==> src/rtl/mem_port_arbiter_pkg.sv <==
// ---------------------------------------------------------------------------
// mem_port_arbiter_pkg
// Shared definitions for the unified memory port arbiter: FSM state codes,
// port-owner codes and the common ZERO constant.
// ---------------------------------------------------------------------------
package mem_port_arbiter_pkg;

    // Access sequencer states
    typedef enum logic [1:0] {
        ARB_IDLE   = 2'd0,
        ARB_ACCESS = 2'd1,
        ARB_WAIT   = 2'd2,
        ARB_RESP   = 2'd3
    } arb_state_t;

    // Which requester currently owns the memory port
    typedef enum logic {
        OWN_IF = 1'b0,
        OWN_DM = 1'b1
    } arb_owner_t;

    localparam logic ZERO = 1'b0;

endpackage : mem_port_arbiter_pkg

==> src/rtl/mem_port_arbiter_lat_counter.sv <==
// ---------------------------------------------------------------------------
// arb_lat_counter
// Loadable down-counter that times the WAIT phase of a memory access.
//   clk  : clock, rising edge
//   rst  : asynchronous active-low reset
//   load : load LOAD_VAL (asserted on the cycle leaving ACCESS)
//   en   : count down (asserted while in WAIT)
//   done : high during the last counting cycle (count == 1 while enabled)
// ---------------------------------------------------------------------------
module arb_lat_counter #(
    parameter int LOAD_VAL = 1,
    parameter int CNT_W    = 1
) (
    input  logic clk,
    input  logic rst,
    input  logic load,
    input  logic en,
    output logic done
);

    localparam logic [CNT_W-1:0] CNT_ZERO = {CNT_W{1'b0}};
    localparam logic [CNT_W-1:0] CNT_ONE  = CNT_W'(32'd1);
    localparam logic [CNT_W-1:0] CNT_LOAD = CNT_W'(LOAD_VAL);

    logic [CNT_W-1:0] cnt_r;

    // Remaining WAIT cycles; parks at zero once exhausted.
    always_ff @(posedge clk or negedge rst) begin
        if (!rst) begin
            cnt_r <= CNT_ZERO;
        end else if (load) begin
            cnt_r <= CNT_LOAD;
        end else if (en && (cnt_r != CNT_ZERO)) begin
            cnt_r <= cnt_r - CNT_ONE;
        end else begin
            cnt_r <= cnt_r;
        end
    end

    assign done = en & (cnt_r == CNT_ONE);

endmodule : arb_lat_counter

==> src/rtl/mem_port_arbiter.sv <==
// ---------------------------------------------------------------------------
// mem_port_arbiter
// Shares one single-ported, fixed-latency memory between instruction fetch
// (IF) and load/store (DM). Each access runs IDLE -> ACCESS -> WAIT(MEM_LAT)
// -> RESP; read data is registered and completion is a one-cycle valid.
// Ports:
//   clk, rst                 clock / async active-low reset
//   if_req/if_addr/if_kill   fetch request, address, flush
//   if_rdata/if_valid        fetched word (registered) and completion pulse
//   if_stall                 if_req & ~if_valid
//   dm_req/dm_we/dm_addr/dm_wdata/dm_be   data request and command
//   dm_rdata/dm_valid        load data (registered) and completion pulse
//   dm_stall                 dm_req & ~dm_valid
//   mem_en/mem_we/mem_addr/mem_wdata/mem_be   registered memory command
//   mem_rdata                memory read data, valid MEM_LAT cycles after mem_en
//   busy                     sequencer not idle
// ---------------------------------------------------------------------------
module mem_port_arbiter
    import mem_port_arbiter_pkg::*;
#(
    parameter int ADDR_W     = 32,
    parameter int DATA_W     = 32,
    parameter int MEM_LAT    = 1,
    parameter int MAX_STREAK = 2
) (
    input  logic                clk,
    input  logic                rst,
    input  logic                if_req,
    input  logic [ADDR_W-1:0]   if_addr,
    input  logic                if_kill,
    output logic [DATA_W-1:0]   if_rdata,
    output logic                if_valid,
    output logic                if_stall,
    input  logic                dm_req,
    input  logic                dm_we,
    input  logic [ADDR_W-1:0]   dm_addr,
    input  logic [DATA_W-1:0]   dm_wdata,
    input  logic [DATA_W/8-1:0] dm_be,
    output logic [DATA_W-1:0]   dm_rdata,
    output logic                dm_valid,
    output logic                dm_stall,
    output logic                mem_en,
    output logic                mem_we,
    output logic [ADDR_W-1:0]   mem_addr,
    output logic [DATA_W-1:0]   mem_wdata,
    output logic [DATA_W/8-1:0] mem_be,
    input  logic [DATA_W-1:0]   mem_rdata,
    output logic                busy
);

    localparam int BE_W     = DATA_W / 8;
    localparam int LAT_W    = $clog2(MEM_LAT + 1);
    localparam int STREAK_W = $clog2(MAX_STREAK + 1);

    localparam logic [STREAK_W-1:0] STREAK_ZERO = {STREAK_W{1'b0}};
    localparam logic [STREAK_W-1:0] STREAK_ONE  = STREAK_W'(32'd1);
    localparam logic [STREAK_W-1:0] STREAK_MAX  = STREAK_W'(MAX_STREAK);

    arb_state_t           state_r;
    arb_owner_t           owner_r;
    logic                 acc_we_r;
    logic                 mem_en_r;
    logic                 mem_we_r;
    logic [ADDR_W-1:0]    mem_addr_r;
    logic [DATA_W-1:0]    mem_wdata_r;
    logic [BE_W-1:0]      mem_be_r;
    logic [DATA_W-1:0]    if_rdata_r;
    logic [DATA_W-1:0]    dm_rdata_r;
    logic                 if_vld_r;
    logic                 dm_vld_r;
    logic [STREAK_W-1:0]  streak_r;
    logic                 drop_r;

    logic                 grant_if_s;
    logic                 grant_dm_s;
    logic [STREAK_W-1:0]  streak_dm_s;
    logic                 kill_hit_s;
    logic                 lat_load_s;
    logic                 lat_en_s;
    logic                 lat_done_s;

    // A flush only matters while the fetch actually owns the port.
    assign kill_hit_s = if_kill & (owner_r == OWN_IF) & (state_r != ARB_IDLE);
    assign lat_load_s = (state_r == ARB_ACCESS);
    assign lat_en_s   = (state_r == ARB_WAIT);

    arb_lat_counter #(
        .LOAD_VAL (MEM_LAT),
        .CNT_W    (LAT_W)
    ) u_lat (
        .clk  (clk),
        .rst  (rst),
        .load (lat_load_s),
        .en   (lat_en_s),
        .done (lat_done_s)
    );

    // Owner selection: data side wins contention until its streak limit.
    always_comb begin
        grant_if_s = 1'b0;
        grant_dm_s = 1'b0;
        if (dm_req && if_req) begin
            if (streak_r < STREAK_MAX) begin
                grant_dm_s = 1'b1;
            end else begin
                grant_if_s = 1'b1;
            end
        end else if (dm_req) begin
            grant_dm_s = 1'b1;
        end else if (if_req) begin
            grant_if_s = 1'b1;
        end else begin
            grant_if_s = 1'b0;
            grant_dm_s = 1'b0;
        end
    end

    // Streak value after a data grant: counts only while a fetch is waiting.
    always_comb begin
        streak_dm_s = STREAK_ZERO;
        if (!if_req) begin
            streak_dm_s = STREAK_ZERO;
        end else if (streak_r == STREAK_MAX) begin
            streak_dm_s = streak_r;
        end else begin
            streak_dm_s = streak_r + STREAK_ONE;
        end
    end

    // Access sequencer with all registered outputs.
    always_ff @(posedge clk or negedge rst) begin
        if (!rst) begin
            state_r     <= ARB_IDLE;
            owner_r     <= OWN_IF;
            acc_we_r    <= ZERO;
            mem_en_r    <= ZERO;
            mem_we_r    <= ZERO;
            mem_addr_r  <= {ADDR_W{1'b0}};
            mem_wdata_r <= {DATA_W{1'b0}};
            mem_be_r    <= {BE_W{1'b0}};
            if_rdata_r  <= {DATA_W{1'b0}};
            dm_rdata_r  <= {DATA_W{1'b0}};
            if_vld_r    <= ZERO;
            dm_vld_r    <= ZERO;
            streak_r    <= STREAK_ZERO;
            drop_r      <= ZERO;
        end else begin
            case (state_r)
                ARB_IDLE: begin
                    if_vld_r <= ZERO;
                    dm_vld_r <= ZERO;
                    drop_r   <= ZERO;
                    if (grant_dm_s) begin
                        state_r     <= ARB_ACCESS;
                        owner_r     <= OWN_DM;
                        acc_we_r    <= dm_we;
                        mem_en_r    <= 1'b1;
                        mem_we_r    <= dm_we;
                        mem_addr_r  <= dm_addr;
                        mem_wdata_r <= dm_wdata;
                        mem_be_r    <= dm_be;
                        streak_r    <= streak_dm_s;
                    end else if (grant_if_s) begin
                        state_r     <= ARB_ACCESS;
                        owner_r     <= OWN_IF;
                        acc_we_r    <= ZERO;
                        mem_en_r    <= 1'b1;
                        mem_we_r    <= ZERO;
                        mem_addr_r  <= if_addr;
                        mem_wdata_r <= {DATA_W{1'b0}};
                        mem_be_r    <= {BE_W{1'b1}};
                        streak_r    <= STREAK_ZERO;
                    end else begin
                        state_r     <= ARB_IDLE;
                        mem_en_r    <= ZERO;
                        mem_we_r    <= ZERO;
                        mem_addr_r  <= {ADDR_W{1'b0}};
                        mem_wdata_r <= {DATA_W{1'b0}};
                        mem_be_r    <= {BE_W{1'b0}};
                    end
                end
                ARB_ACCESS: begin
                    // Command is on the bus for exactly this one cycle.
                    state_r     <= ARB_WAIT;
                    mem_en_r    <= ZERO;
                    mem_we_r    <= ZERO;
                    mem_addr_r  <= {ADDR_W{1'b0}};
                    mem_wdata_r <= {DATA_W{1'b0}};
                    mem_be_r    <= {BE_W{1'b0}};
                    if (kill_hit_s) begin
                        drop_r <= 1'b1;
                    end else begin
                        drop_r <= drop_r;
                    end
                end
                ARB_WAIT: begin
                    if (kill_hit_s) begin
                        drop_r <= 1'b1;
                    end else begin
                        drop_r <= drop_r;
                    end
                    if (lat_done_s) begin
                        state_r <= ARB_RESP;
                        if (owner_r == OWN_IF) begin
                            // Data still lands when flushed; only the pulse is suppressed.
                            if_rdata_r <= mem_rdata;
                            if_vld_r   <= ~(drop_r | if_kill);
                        end else begin
                            if (!acc_we_r) begin
                                dm_rdata_r <= mem_rdata;
                            end else begin
                                dm_rdata_r <= dm_rdata_r;
                            end
                            dm_vld_r <= 1'b1;
                        end
                    end else begin
                        state_r <= ARB_WAIT;
                    end
                end
                ARB_RESP: begin
                    state_r  <= ARB_IDLE;
                    if_vld_r <= ZERO;
                    dm_vld_r <= ZERO;
                    drop_r   <= ZERO;
                end
                default: begin
                    state_r     <= ARB_IDLE;
                    mem_en_r    <= ZERO;
                    mem_we_r    <= ZERO;
                    mem_addr_r  <= {ADDR_W{1'b0}};
                    mem_wdata_r <= {DATA_W{1'b0}};
                    mem_be_r    <= {BE_W{1'b0}};
                    if_vld_r    <= ZERO;
                    dm_vld_r    <= ZERO;
                    drop_r      <= ZERO;
                end
            endcase
        end
    end

    assign mem_en    = mem_en_r;
    assign mem_we    = mem_we_r;
    assign mem_addr  = mem_addr_r;
    assign mem_wdata = mem_wdata_r;
    assign mem_be    = mem_be_r;
    assign if_rdata  = if_rdata_r;
    assign dm_rdata  = dm_rdata_r;
    // A flush arriving in the RESP cycle itself still cancels the pulse.
    assign if_valid  = if_vld_r & ~if_kill;
    assign dm_valid  = dm_vld_r;
    assign if_stall  = if_req & ~if_valid;
    assign dm_stall  = dm_req & ~dm_valid;
    assign busy      = (state_r != ARB_IDLE);

endmodule : mem_port_arbiter

==> config.mk <==
export PLATFORM = sky130hd
export DESIGN_NAME = mem_port_arbiter
export DESIGN_NICKNAME = d
export VERILOG_FILES = /design/src/rtl/mem_port_arbiter_pkg.sv /design/src/rtl/mem_port_arbiter_lat_counter.sv /design/src/rtl/mem_port_arbiter.sv
export SDC_FILE = /design/constraint.sdc
export NUM_CORES = 1
export LEC_CHECK = 0
export ABC_AREA = 1
export BUFFER_PORTS_ARGS = -buffer_cell sky130_fd_sc_hd__buf_2
export CORE_MARGIN = 2
export CORE_UTILIZATION = 42
export CTS_CLUSTER_DIAMETER = 100
export DETAILED_ROUTE_END_ITERATION = 8
export GPL_TIMING_DRIVEN = 1
export PLACE_DENSITY = 0.76
export SETUP_SLACK_MARGIN = 0.02
export SYNTH_ARGS = -nofsm -noshare
export SYNTH_HDL_FRONTEND = slang
export SYNTH_HIERARCHICAL = 1
export SYNTH_SLANG_ARGS = --single-unit
==> constraint.sdc <==
create_clock -name clk -period 1.4 [get_ports clk]
set_input_delay 0.21 -clock clk [delete_from_list [all_inputs] [get_ports clk]]
set_output_delay 0.21 -clock clk [all_outputs]
set_load 0.01 [all_outputs]
# ---- Word-level counts from Yosys, hierarchy flattened
# Cells that the tools add are included.
dict set report totals {
  register_bits 144
  memories 0
  mem_bits_ro 0
  ramBits 0
  output_inout_bits 139
  latch_bits 0
  word_cells 97
}
dict set report classes {
  n_reduce_logical 16
  n_shift 0
  n_eq_ne 9
  n_lt_le_gt_ge 1
  mul 0
  n_mux 41
  add_sub_neg 2
  n_bitwise 13
  div 0
}
# operator count
set op_table {}
lappend op_table {{case mux 32 bit (2 select lines)} 2}
lappend op_table {{two-way mux 32 bit} 3}
lappend op_table {{two-way mux 1 bit} 23}
lappend op_table {{AND reduction 3 bit} 4}
lappend op_table {{case mux 1 bit (2 select lines)} 5}
lappend op_table {{nonzero test 2 bit} 5}
lappend op_table {{two-way mux 2 bit} 4}
lappend op_table {{two-way mux 4 bit} 2}
lappend op_table {{case mux 2 bit (4 select lines)} 1}
lappend op_table {{case mux 4 bit (2 select lines)} 1}
lappend op_table {{AND 1 bit} 6}
lappend op_table {{equality test 2 bit (second input constant)} 3}
lappend op_table {{inequality test 2 bit (second input constant)} 3}
lappend op_table {{NOT 1 bit} 6}
lappend op_table {{AND reduction 4 bit} 1}
lappend op_table {{OR reduction 2 bit} 2}
lappend op_table {{inequality test 3 bit (second input constant)} 1}
lappend op_table {{adder 2 x 1 -> 2 bit (second input constant)} 1}
lappend op_table {{equality test 2 x 1 -> 1 bit (second input constant)} 1}
lappend op_table {{logical AND 1 bit} 2}
lappend op_table {{zero test 2 bit} 1}
lappend op_table {{< comparator 2 bit (second input constant)} 1}
lappend op_table {{inequality test 2 x 1 -> 1 bit (second input constant)} 1}
lappend op_table {{AND reduction 2 bit} 1}
lappend op_table {{2 further kinds} 2}

# ---- Longest topological paths before layout
# Gate-level depths: netlist (run 1).
dict set report depth {
  depth_word 6
  mapped_depth 10
  mapped_depth_nobuf 9
}

# ---- By module
# Netlist (run 1), hierarchy kept.
# mod area_per_inst_um2 instances seq_area_each_um2 cells_per_inst
set modules_own_cells {}
lappend modules_own_cells {mem_port_arbiter 5895.7 1 3578.4 656}
lappend modules_own_cells {arb_lat_counter 47.5 1 25.0 7}

# ---- Least setup slack after synthesis (run 1)
# No wires, ideal clock.
dict set report synth_path {
  path_type {reg-to-reg}
  startpoint {register state_r[0]}
  endpoint {register dm_rdata_r[10], in the netlist dm_rdata[10]}
  required_time_ps 1270
  period_less_slack_ps 1534
  setup_time_ps 130
  t_arrival_ps 1404
  path_buffers 1
  path_slack_ps -134
  path_stages_with_launch 11
  path_cell_list {dfrtp_1 -> inv_1 -> ha_1 -> nand2_1 -> inv_1 -> nand2_1 -> inv_1 -> nand2_1 -> clkbuf_1 -> nand2_1 -> o21ai_0}
}
dict set report synth_between {
  elab_chain_len 3
}
# item line
set synth_lines {}
lappend synth_lines {{start: declaration} mem_port_arbiter.sv:59} ;# arb_state_t state_r;
lappend synth_lines {{start signal: assignment} mem_port_arbiter.sv:133} ;# state_r <= ARB_IDLE;
lappend synth_lines {{start signal: assignment} mem_port_arbiter.sv:154} ;# state_r <= ARB_ACCESS;
lappend synth_lines {{start signal: assignment} mem_port_arbiter.sv:164} ;# state_r <= ARB_ACCESS;
lappend synth_lines {{equality test 2 bit} mem_port_arbiter.sv:85} ;# assign lat_en_s = (state_r == ARB_WAIT);
lappend synth_lines {{via lat_en_s} mem_port_arbiter.sv:79} ;# logic lat_en_s;
lappend synth_lines {{AND 1 bit} mem_port_arbiter_lat_counter.sv:40} ;# assign done = en & (cnt_r == CNT_ONE);
lappend synth_lines {{via lat_done_s} mem_port_arbiter.sv:80} ;# logic lat_done_s;
lappend synth_lines {{AND reduction 4 bit (no source line)} --}
lappend synth_lines {{end signal: assignment} mem_port_arbiter.sv:142} ;# dm_rdata_r <= {DATA_W{1'b0}};
lappend synth_lines {{end signal: assignment} mem_port_arbiter.sv:210} ;# dm_rdata_r <= mem_rdata;
lappend synth_lines {{end signal: assignment} mem_port_arbiter.sv:212} ;# dm_rdata_r <= dm_rdata_r;
lappend synth_lines {{end: declaration} mem_port_arbiter.sv:68} ;# logic [DATA_W-1:0] dm_rdata_r;
# The timed path passes the listed nets, and every way through them passes these cells.
# A chain may end at the register's enable or synchronous reset.

# ---- Worst setup path in the final report (run 1)
dict set report layout_path {
  startpoint {register state_r[0]}
  endpoint {register dm_rdata_r[22], in the netlist dm_rdata[22]}
}
dict set report layout_between {
  elab_chain_len 3
}
# item line
set layout_lines {}
lappend layout_lines {{equality test 2 bit (*)} mem_port_arbiter.sv:85}
lappend layout_lines {{via lat_en_s} mem_port_arbiter.sv:79}
lappend layout_lines {{AND 1 bit} mem_port_arbiter_lat_counter.sv:40}
lappend layout_lines {{AND reduction 4 bit (no source line) (*)} --}
# The timed path passes the listed nets; every way through them passes the cells marked *.

==> flow_summary_export.csv, run 1 <==
group,metric,value,unit
power,finalPower,23.9,mW
layout,nNetsFinal,1172,
power,vdd_ir_drop_max,0.00113,V
global_routing,grt_pass1_wl,30300,um
place,port_buffers,276,
yosys,syn-cell-area,0.00594,mm^2
power,p_sw_share,40.2,%
power,p_int,14.3,mW
place,place_ws,-109,ps
clock_tree,clockRootBuffer,"clkbuf_16",
timing,relSlewSlack,66.0,%
yosys,ys_warn_count,6,
power,p_comb_share,50.1,%
yosys,synth.distinct_cells,16,
setup_path,endpoint_kind,"flip-flop",
timing,fin_skew,12.7,ps
power,power_density,2290,mW/mm^2
global_routing,grt_usage,26.0,%
floorplan,die-area,0.0151,mm^2
floorplan,pin_count,277,
detailed_routing,drt_iter0_markers,619,
global_routing,met2_usage,45.4,%
clock_tree,clock-sinks,144,
setup_path,crit_type,"reg -> reg",
global_routing,grt_overflow,0,
power,p_sw,9.59,mW
hold_path,hp-class,"in -> reg",
global_routing,antenna_found_initial,0,
detailed_routing,drc,0,
timing,fin_ws,-250,ps
detailed_routing,totalWireLength,24000,um
power,power_frac_seq,30.9,%
floorplan,start_util,43.0,%
floorplan,die_h,123,um
yosys,synth_fa_ha_area_share,1.05,%
layout,layout-drive-gt1-share,53.6,%
clock_tree,cts_tree,"built",
clock_tree,clockBufferDepth,2,
timing,finalCritPeriodShare,118,%
clock_tree,numCtsBuffers,17,
global_routing,grt_pass1_vias,6151,
global_routing,met1_usage,30.8,%
detailed_routing,dr.pass1.iters,5,
detailed_routing,wl_per_cell,19.6,um
floorplan,core_area,0.0138,mm^2
yosys,synth_xor_area_share,0,%
yosys,synth-compound-area-share,6.06,%
setup_path,arrival,1980,ps
power,power_frac_clock,19.0,%
floorplan,row_count,43,
setup_path,cp_max_fo,8,
place,hpwlAfterDp,12200,um
detailed_routing,vias,6632,
detailed_routing,viasPerCell,5.42,
place,dpl.cell_count,1111,
clock_tree,htree_num_levels,4,
setup_path,start_kind,"flip-flop",
timing,worst_pin_slew,510,ps
power,power_leakage,5.54,nW
layout,fin_cells,1223,
status,outcome,"finished, violations left",
timing,worst_hold_slack,18.7,ps
global_routing,grt_max_degree,47,
yosys,syn_nets,806,
status,violations,"setup timing",
detailed_routing,drtAntennaViolNets,0,
timing,finalHoldViolCount,0,
yosys,synth_seq_cells,144,
yosys,synthMuxAreaShare,0,%
timing,slew_viol_final,0,
flow_run,maxCapViolCount,0,
yosys,netlist_instances,663,
timing,fmax,0.606,GHz
yosys,syn_avg_cell_area,8.96,um^2
yosys,yosys.area_share.simple,25.8,%
clock_tree,clk_latency,430,ps
clock_tree,cts.reportedPaths.clkPinSlew,70,ps
place,place_congestion,0.917,
timing,setup_viol,137,
yosys,synth_top_family_by_area,"simple AND/OR/NAND/NOR gates",
layout,postLayoutCellArea,0.0104,mm^2
yosys,yosysSeqAreaShare,60.6,%
global_routing,grtUsageMet3,6.18,%
floorplan,fp.dieW,123,um
place,place_area,0.00780,mm^2
timing,rsz0062_at_grt,"true",
timing,min_period,1650,ps
setup_path,critPathRequiredTime,1730,ps
global_routing,busiest_layer,"met2",
layout,syn_to_final_growth,75.3,%
==> placed cells by master (no fill, tap or decap), types with 2 or more instances in the layout <==
master / netlist / layout
a21oi_1: 2 / 2
buf_12: 0 / 19
buf_16: 0 / 6
buf_2: 13 / 274
buf_4: 2 / 18
buf_6: 0 / 21
buf_8: 0 / 6
clkbuf_16: 0 / 29
clkinv_4: 0 / 5
dfrtp_1: 144 / 144
dlygate4sd3_1: 0 / 32
ha_1: 5 / 2
ha_4: 0 / 3
inv_1: 50 / 44
inv_2: 2 / 6
inv_6: 0 / 5
inv_8: 0 / 2
nand2_1: 222 / 131
nand2_2: 0 / 54
nand2_4: 0 / 35
nand2_8: 0 / 4
nand3_1: 47 / 28
nand3_2: 0 / 17
nand3_4: 0 / 2
nand4_1: 65 / 65
nor2_1: 9 / 5
nor2_4: 1 / 6
o21ai_0: 70 / 2
o21ai_1: 0 / 28
o21ai_2: 0 / 40
==> through the flow <==
step,TNS (ps),util (%)
2_1_floorplan,0,-
3_3_place_gp,-2280,56.4
3_5_place_dp,-8830,56.4
4_1_cts,-11810,68.2
5_1_grt,-26410,75.3
6_report,-20330,75.3
==> registers in the layout, summed over array words and instances, names as in the netlist <==
register and count:
u_lat/cnt_r 1, drop_r 1, dm_rdata 32, dm_valid 1, mem_be 4, mem_we 1
state_r 2, streak_r 2, mem_wdata 32, if_rdata 32, if_vld_r 1, acc_we_r 1
mem_en 1, mem_addr 32, owner_r 1
==> power by group through the flow <==
stage	Sequential, mW	Combinational [mW]	Clock (mW)
floorplan	7.62	3.33	0
global placement	6.85	7.19	0
detailed placement	6.87	7.40	0
CTS	6.91	9.81	4.51
global route	7.53	12.7	4.76
finish	7.37	11.9	4.53
==> final cells by class <==
| class | count | area (um^2) |
|---|---|---|
| Antenna cell | 1 | 2.50 |
| Sequential cell | 144 | 3600 |
| Clock inverter | 14 | 145 |
| Tap cell | 180 | 225 |
| Fill cell | 874 | 3410 |
| Timing Repair Buffer | 389 | 3030 |
| Multi-Input combinational cell | 425 | 2760 |
| Inverter | 52 | 210 |
| Clock buffer | 18 | 439 |
==> Yosys cell counts <==
cell | number | area [um^2]
nand2_1 | 222 | 833
dfrtp_1 | 144 | 3600
o21ai_0 | 70 | 350
nand4_1 | 65 | 407
inv_1 | 50 | 188
nand3_1 | 47 | 235
clkbuf_1 | 24 | 90.1
buf_2 | 13 | 65.1
nor2_1 | 9 | 33.8
buf_1 | 5 | 18.8
ha_1 | 5 | 62.6
a21oi_1 | 2 | 10.0
buf_4 | 2 | 15.0
inv_2 | 2 | 7.51
nor2_2 | 2 | 12.5
nor2_4 | 1 | 11.3
==> critical path, cell delays in order, from the launching register on <==
cell,delay [ps]
dfrtp_1,390
inv_2,70
buf_6,120
ha_4,160
buf_4,140
nand2_4,90
clkinv_8,110
nand2_8,150
buf_16,170
nand2_2,40
o21ai_1,110
==> cells by family (layout without fill, tap and decap cells) <==
group / count (synthesis) / count (layout)
simple gates: 346 / 348
flops: 144 / 144
buf+inv: 96 / 473
compound gates: 72 / 72
fa+ha+maj: 5 / 5
other cells: 0 / 1
==> layer usage <==
metal	wire length [um]	share of wire [%]	vias to the layer above
li1	-	-	2931
met1	8640	36	3233
met2	12600	52	372
met3	1650	6.9	96
met4	1140	4.7	0
met5	0	0	-
==> final timing paths <==
check / endpoint / startpoint / cells past startpoint / slack [ps]
max reg2reg: dm_rdata[22] / state_r[0] / 10 / -250
max: dm_rdata[22] / state_r[0] / 10 / -250
min: mem_wdata[28] / dm_wdata[28] / 3 / 20
min in group asynchronous: mem_wdata[16] / rst / 2 / 240
max in group asynchronous: if_rdata[3] / rst / 3 / 630
min reg2reg: mem_wdata[31] / mem_wdata[31] / 2 / 480
==> repair_timing <==
| item | 4_1_cts | 5_1_grt |
|---|---|---|
| gates cloned | 11 | 19 |
| hold buffers | 32 | 0 |
| resized for setup | 123 | 211 |
| pin swaps | 10 | 22 |
| endpoints found under the setup margin | 137 | 144 |
| endpoints found under the hold margin | 99 | 0 |
| buffers inserted | 18 | 7 |
Power figures use the tool's default switching activity.
==> run 2: changes to the inputs <==
--- a/config.mk
+++ b/config.mk
@@ -18,3 +18,4 @@
 export SYNTH_HDL_FRONTEND = slang
 export SYNTH_HIERARCHICAL = 1
 export SYNTH_SLANG_ARGS = --single-unit
+export TNS_END_PERCENT = 10
==> flow_summary_export.csv, run 2 (synthesis gave the netlist of run 1 again) <==
group,metric,value,unit
setup_path,cp_slowest_stage_delay,390,ps
power,power_leakage,5.28,nW
layout,final_cell_mix,"274 x buf_2, 172 x nand2_1, 144 x dfrtp_1",
timing,worst_pin_slew,357,ps
floorplan,fp.dieW,123,um
setup_path,slowest_stage,"dfrtp_1",
status,violations,"setup timing",
floorplan,core_area,0.0138,mm^2
layout,syn_to_final_growth,62.8,%
setup_path,cp_max_fo,3,
timing,min_period,1540,ps
timing,fmax,0.650,GHz
timing,fin_ws,-139,ps
layout,insertedDiodeCount,0,
timing,setup_viol,134,
floorplan,pin_count,277,
power,power_density,2290,mW/mm^2
detailed_routing,totalWireLength,20100,um
layout,final_common_cell,"buf_2",
floorplan,row_count,43,
floorplan,die-area,0.0151,mm^2
setup_path,r2r_setup_slack,-130,ps
clock_tree,htree_num_levels,4,
layout,layout-drive-gt1-share,45.7,%
clock_tree,cts_tree,"built",
global_routing,grt_usage,23.0,%
global_routing,antenna_found_initial,0,
global_routing,grt_pass1_wl,26900,um
timing,rsz0062_at_grt,"true",
setup_path,crit_type,"reg -> out",
detailed_routing,vias,6139,
place,hpwlAfterDp,11700,um
place,port_buffers,276,
status,outcome,"finished, violations left",
setup_path,crit_chain,"inv_2 -> ha_4 -> inv_4 -> buf_6 -> buf_6",
setup_path,start_kind,"flip-flop",
power,finalPower,22.1,mW
power,vdd_ir_drop_max,0.00135,V
layout,nNetsFinal,1145,
setup_path,crit_top_cell,"buf_6",
timing,finalHoldViolCount,0,
flow_run,maxCapViolCount,0,
place,place_congestion,0.834,
detailed_routing,wl_per_cell,16.8,um
timing,setup_tns,-9920,ps
clock_tree,clk_latency,410,ps
timing,relSlewSlack,76.2,%
clock_tree,numCtsBuffers,17,
floorplan,die_h,123,um
clock_tree,cts.reportedPaths.clkPinSlew,60,ps
timing,fin_skew,5.18,ps
clock_tree,clockBufferDepth,2,
setup_path,critPathRequiredTime,1190,ps
clock_tree,clockRootBuffer,"clkbuf_16",
floorplan,start_util,43.0,%
detailed_routing,drc,0,
global_routing,grt_overflow,0,
detailed_routing,dr.pass1.iters,5,
timing,slew_viol_final,0,
global_routing,grt_pass1_vias,5514,
detailed_routing,drtAntennaViolNets,0,
clock_tree,clock-sinks,144,
global_routing,grt_max_degree,57,
setup_path,arrival,1330,ps
timing,finalCritPeriodShare,110,%
detailed_routing,viasPerCell,5.14,
setup_path,endpoint_kind,"output port",
detailed_routing,drt_iter0_markers,390,
hold_path,hp-class,"in -> reg",
==> run 2: worst paths after layout <==
| path | start | end | depth (start not counted) |
|---|---|---|---|
| worst max-delay path | state_r[0] | busy | 5 |
| max in group asynchronous | rst | mem_wdata[23] | 3 |
| worst max register to register | state_r[1] | mem_wdata[23] | 9 |
| worst min register to register | mem_wdata[22] | mem_wdata[22] | 2 |
| min in group asynchronous | rst | mem_wdata[19] | 2 |
| worst min-delay path | dm_wdata[9] | mem_wdata[9] | 3 |
==> run 2: stage by stage <==
step	cells	area [um^2]	util, %	worst slack [ps]	hold WS, ps
5_1_grt	1194	9680	70.0	-205	4.01
4_1_cts	1172	8940	64.6	-162	0.826
3_5_place_dp	1104	7770	56.2	-131	122
3_3_place_gp	1104	7770	56.2	-55.5	121
2_1_floorplan	663	6020	-	4.98	-85.6
6_report	1194	9680	70.0	-139	11.7
==> run 2: per-layer routing <==
metal  up-vias  GRT usage [%]  wire length (um)
met3        54           6.32              1610
li1       2861              -                 -
met2       299           38.7             10100
met4         0           9.63               669
met5         -              0                 0
met1      2925           27.9              7780
==> run 2: timing repair <==
action / 4_1_cts / 5_1_grt
gates resized for setup: 70 / 120
hold buffers: 28 / 0
endpoints found under the hold margin: 57 / 0
gates cloned: 3 / 14
pin swaps: 6 / 24
endpoints found under the setup margin: 135 / 140
setup buffers: 6 / 9
==> run 2: where the power goes <==
| part | switching [mW] | leakage, nW | internal [mW] |
|---|---|---|---|
| Combinational | 5.37 | 3.18 | 4.80 |
| Clock | 1.67 | 0.317 | 3.25 |
| Sequential | 1.14 | 1.78 | 5.92 |
==> run 2: critical path, delay by kind of cell (launching register included) <==
family,cells,cell delay [ps]
adders and majority gates,1,150
DFF,1,390
buffers and inverters,4,370
==> run 2: area by class of cell <==
| cell class | instances | area [um^2] |
|---|---|---|
| Fill cell | 1027 | 4150 |
| Multi-Input combinational cell | 423 | 2360 |
| Clock inverter | 10 | 183 |
| Sequential cell | 144 | 3600 |
| Inverter | 52 | 205 |
| Timing Repair Buffer | 364 | 2640 |
| Clock buffer | 21 | 460 |
| Tap cell | 180 | 225 |
==> run 3: changes to the inputs <==
==> constraint.sdc (replaced) <==
create_clock -name clk -period 1.4 [get_ports clk]
set_input_delay 0.21 -clock clk [delete_from_list [all_inputs] [get_ports clk]]
set_output_delay 0.21 -clock clk [all_outputs]
set_load 0.005 [all_outputs]
==> flow_summary_export.csv, run 3 (synthesis gave the netlist of run 1 again) <==
group,metric,value,unit
status,outcome,"finished, violations left",
status,violations,"setup timing",
hold_path,hold_depth,3,
setup_path,crit_chain,"inv_2 -> buf_6 -> ha_4 -> nand2_2 -> inv_2 -> nand2_4 -> inv_8 -> nand2_4 -> clkbuf_16 -> o21ai_0",
setup_path,endpoint_kind,"flip-flop",
floorplan,die_h,123,um
hold_path,holdPathEnd,"mem_wdata[1]",
flow_run,maxCapViolCount,0,
floorplan,start_util,43.0,%
layout,insertedDiodeCount,0,
global_routing,grt_pass1_vias,5614,
detailed_routing,drc,0,
clock_tree,numCtsBuffers,17,
power,p_comb_share,40.2,%
power,p_sw_share,35.5,%
power,power_frac_clock,24.5,%
setup_path,start_kind,"flip-flop",
layout,layout-drive-gt1-share,42.5,%
layout,fin_cells,1185,
power,p_int,12.8,mW
detailed_routing,wl_per_cell,16.2,um
clock_tree,cts_tree,"built",
setup_path,cp_max_fo,9,
power,power_density,2120,mW/mm^2
detailed_routing,vias,6108,
global_routing,grt_max_degree,46,
hold_path,hp-start,"dm_wdata[1]",
global_routing,grt_overflow,0,
place,dpl.cell_count,1102,
timing,fmax,0.619,GHz
floorplan,core_area,0.0138,mm^2
setup_path,cp_slowest_stage_delay,400,ps
detailed_routing,totalWireLength,19200,um
power,finalPower,19.9,mW
timing,rsz0062_at_grt,"true",
timing,finalHoldViolCount,0,
timing,relSlewSlack,75.3,%
place,hpwlAfterDp,11500,um
floorplan,pin_count,277,
setup_path,critPathRequiredTime,1720,ps
clock_tree,clock-sinks,144,
place,place_congestion,0.825,
setup_path,crit_type,"reg -> reg",
timing,worst_pin_slew,370,ps
power,power_frac_seq,35.3,%
timing,min_period,1620,ps
clock_tree,htree_num_levels,4,
power,p_sw,7.07,mW
layout,nNetsFinal,1136,
global_routing,antenna_found_initial,0,
power,vdd_ir_drop_max,0.00116,V
layout,final_common_cell,"buf_2",
setup_path,slowest_stage,"dfrtp_1",
place,port_buffers,276,
clock_tree,cts.reportedPaths.clkPinSlew,60,ps
layout,syn_to_final_growth,57.9,%
setup_path,r2r_setup_slack,-220,ps
setup_path,r2r_end,"dm_rdata[18]",
hold_path,hp-class,"in -> reg",
floorplan,fp.dieW,123,um
layout,seq_area,0.00360,mm^2
clock_tree,clk_latency,420,ps
power,power_leakage,5.13,nW
setup_path,r2r_cells,10,
timing,setup_viol,133,
setup_path,r2r_start,"state_r[0]",
place,place_area,0.00773,mm^2
global_routing,grt_pass1_wl,27000,um
detailed_routing,drtAntennaViolNets,0,
timing,fin_skew,11.1,ps
timing,fin_ws,-215,ps
detailed_routing,drt_iter0_markers,457,
global_routing,grt_usage,23.0,%
floorplan,die-area,0.0151,mm^2
clock_tree,clockBufferDepth,2,
floorplan,row_count,43,
layout,postLayoutCellArea,0.00938,mm^2
layout,multi_input_area,0.00226,mm^2
layout,final_cell_mix,"274 x buf_2, 182 x nand2_1, 144 x dfrtp_1",
detailed_routing,dr.pass1.iters,5,
timing,slew_viol_final,0,
layout,fillers,1082,
timing,finalCritPeriodShare,115,%
setup_path,arrival,1940,ps
detailed_routing,viasPerCell,5.15,
clock_tree,clockRootBuffer,"clkbuf_16",
## run 3: layout make-up
| type | instances | area share [%] |
|---|---|---|
| inverter | 52 | 2.19 |
| clock inverter | 11 | 1.91 |
| sequential | 144 | 38.4 |
| tap | 180 | 2.40 |
| multi-input combinational | 424 | 24.1 |
| timing repair buffer | 354 | 26.1 |
| clock buffer | 20 | 4.87 |
## run 3: how the worst max path moves through the flow
stage,to,from
floorplan,mem_addr[21],state_r[1]
global placement,mem_addr[15],state_r[1]
detailed placement,mem_be[3],state_r[1]
CTS,busy,state_r[0]
global route,dm_rdata[18],state_r[0]
finish,dm_rdata[18],state_r[0]
## run 3: what timing repair did
action | CTS | global route
setup endpoints to repair | 134 | 138
endpoints found under the hold margin | 112 | 1
cloned | 3 | 12
pin swaps | 1 | 2
hold buffers | 29 | 1
setup buffers | 3 | 4
resized for setup | 18 | 126
## run 3: critical path, delay by kind of cell (launching register included)
family                     cells  cell delay, ps
buffers and inverters          5             570
and+or+nand+nor                3             220
DFF                            1             400
adders and majority gates      1             140
AOI/OAI and AO/OA              1             190
## run 3: layer usage
layer	routed length, um	vias up	track usage, %
met1	7640	2894	29.0
li1	-	2852	-
met2	9400	308	36.8
met3	1590	54	6.41
met4	583	0	10.7
met5	0	-	0
## run 3: power groups by stage
stage / clock, mW / combinational [mW] / sequential (mW)
2_1_floorplan: 0 / 3.20 / 6.99
3_3_place_gp: 0 / 6.26 / 6.83
3_5_place_dp: 0 / 6.44 / 6.85
4_1_cts: 4.95 / 7.06 / 6.83
5_1_grt: 5.15 / 8.88 / 7.22
6_report: 4.87 / 8.01 / 7.03
## run 3: per-stage QoR
| step | hold slack (ps) | setup WS, ps | utilization [%] | TNS, ps |
|---|---|---|---|---|
| after floorplan | -85.6 | -10.7 | - | -293 |
| after global placement | 122 | -122 | 55.9 | -4330 |
| after detailed placement | 121 | -186 | 55.9 | -9590 |
| after CTS | 0.230 | -142 | 63.7 | -11610 |
| after global routing | 9.16 | -310 | 67.8 | -27470 |
| final | 13.9 | -215 | 67.8 | -15000 |
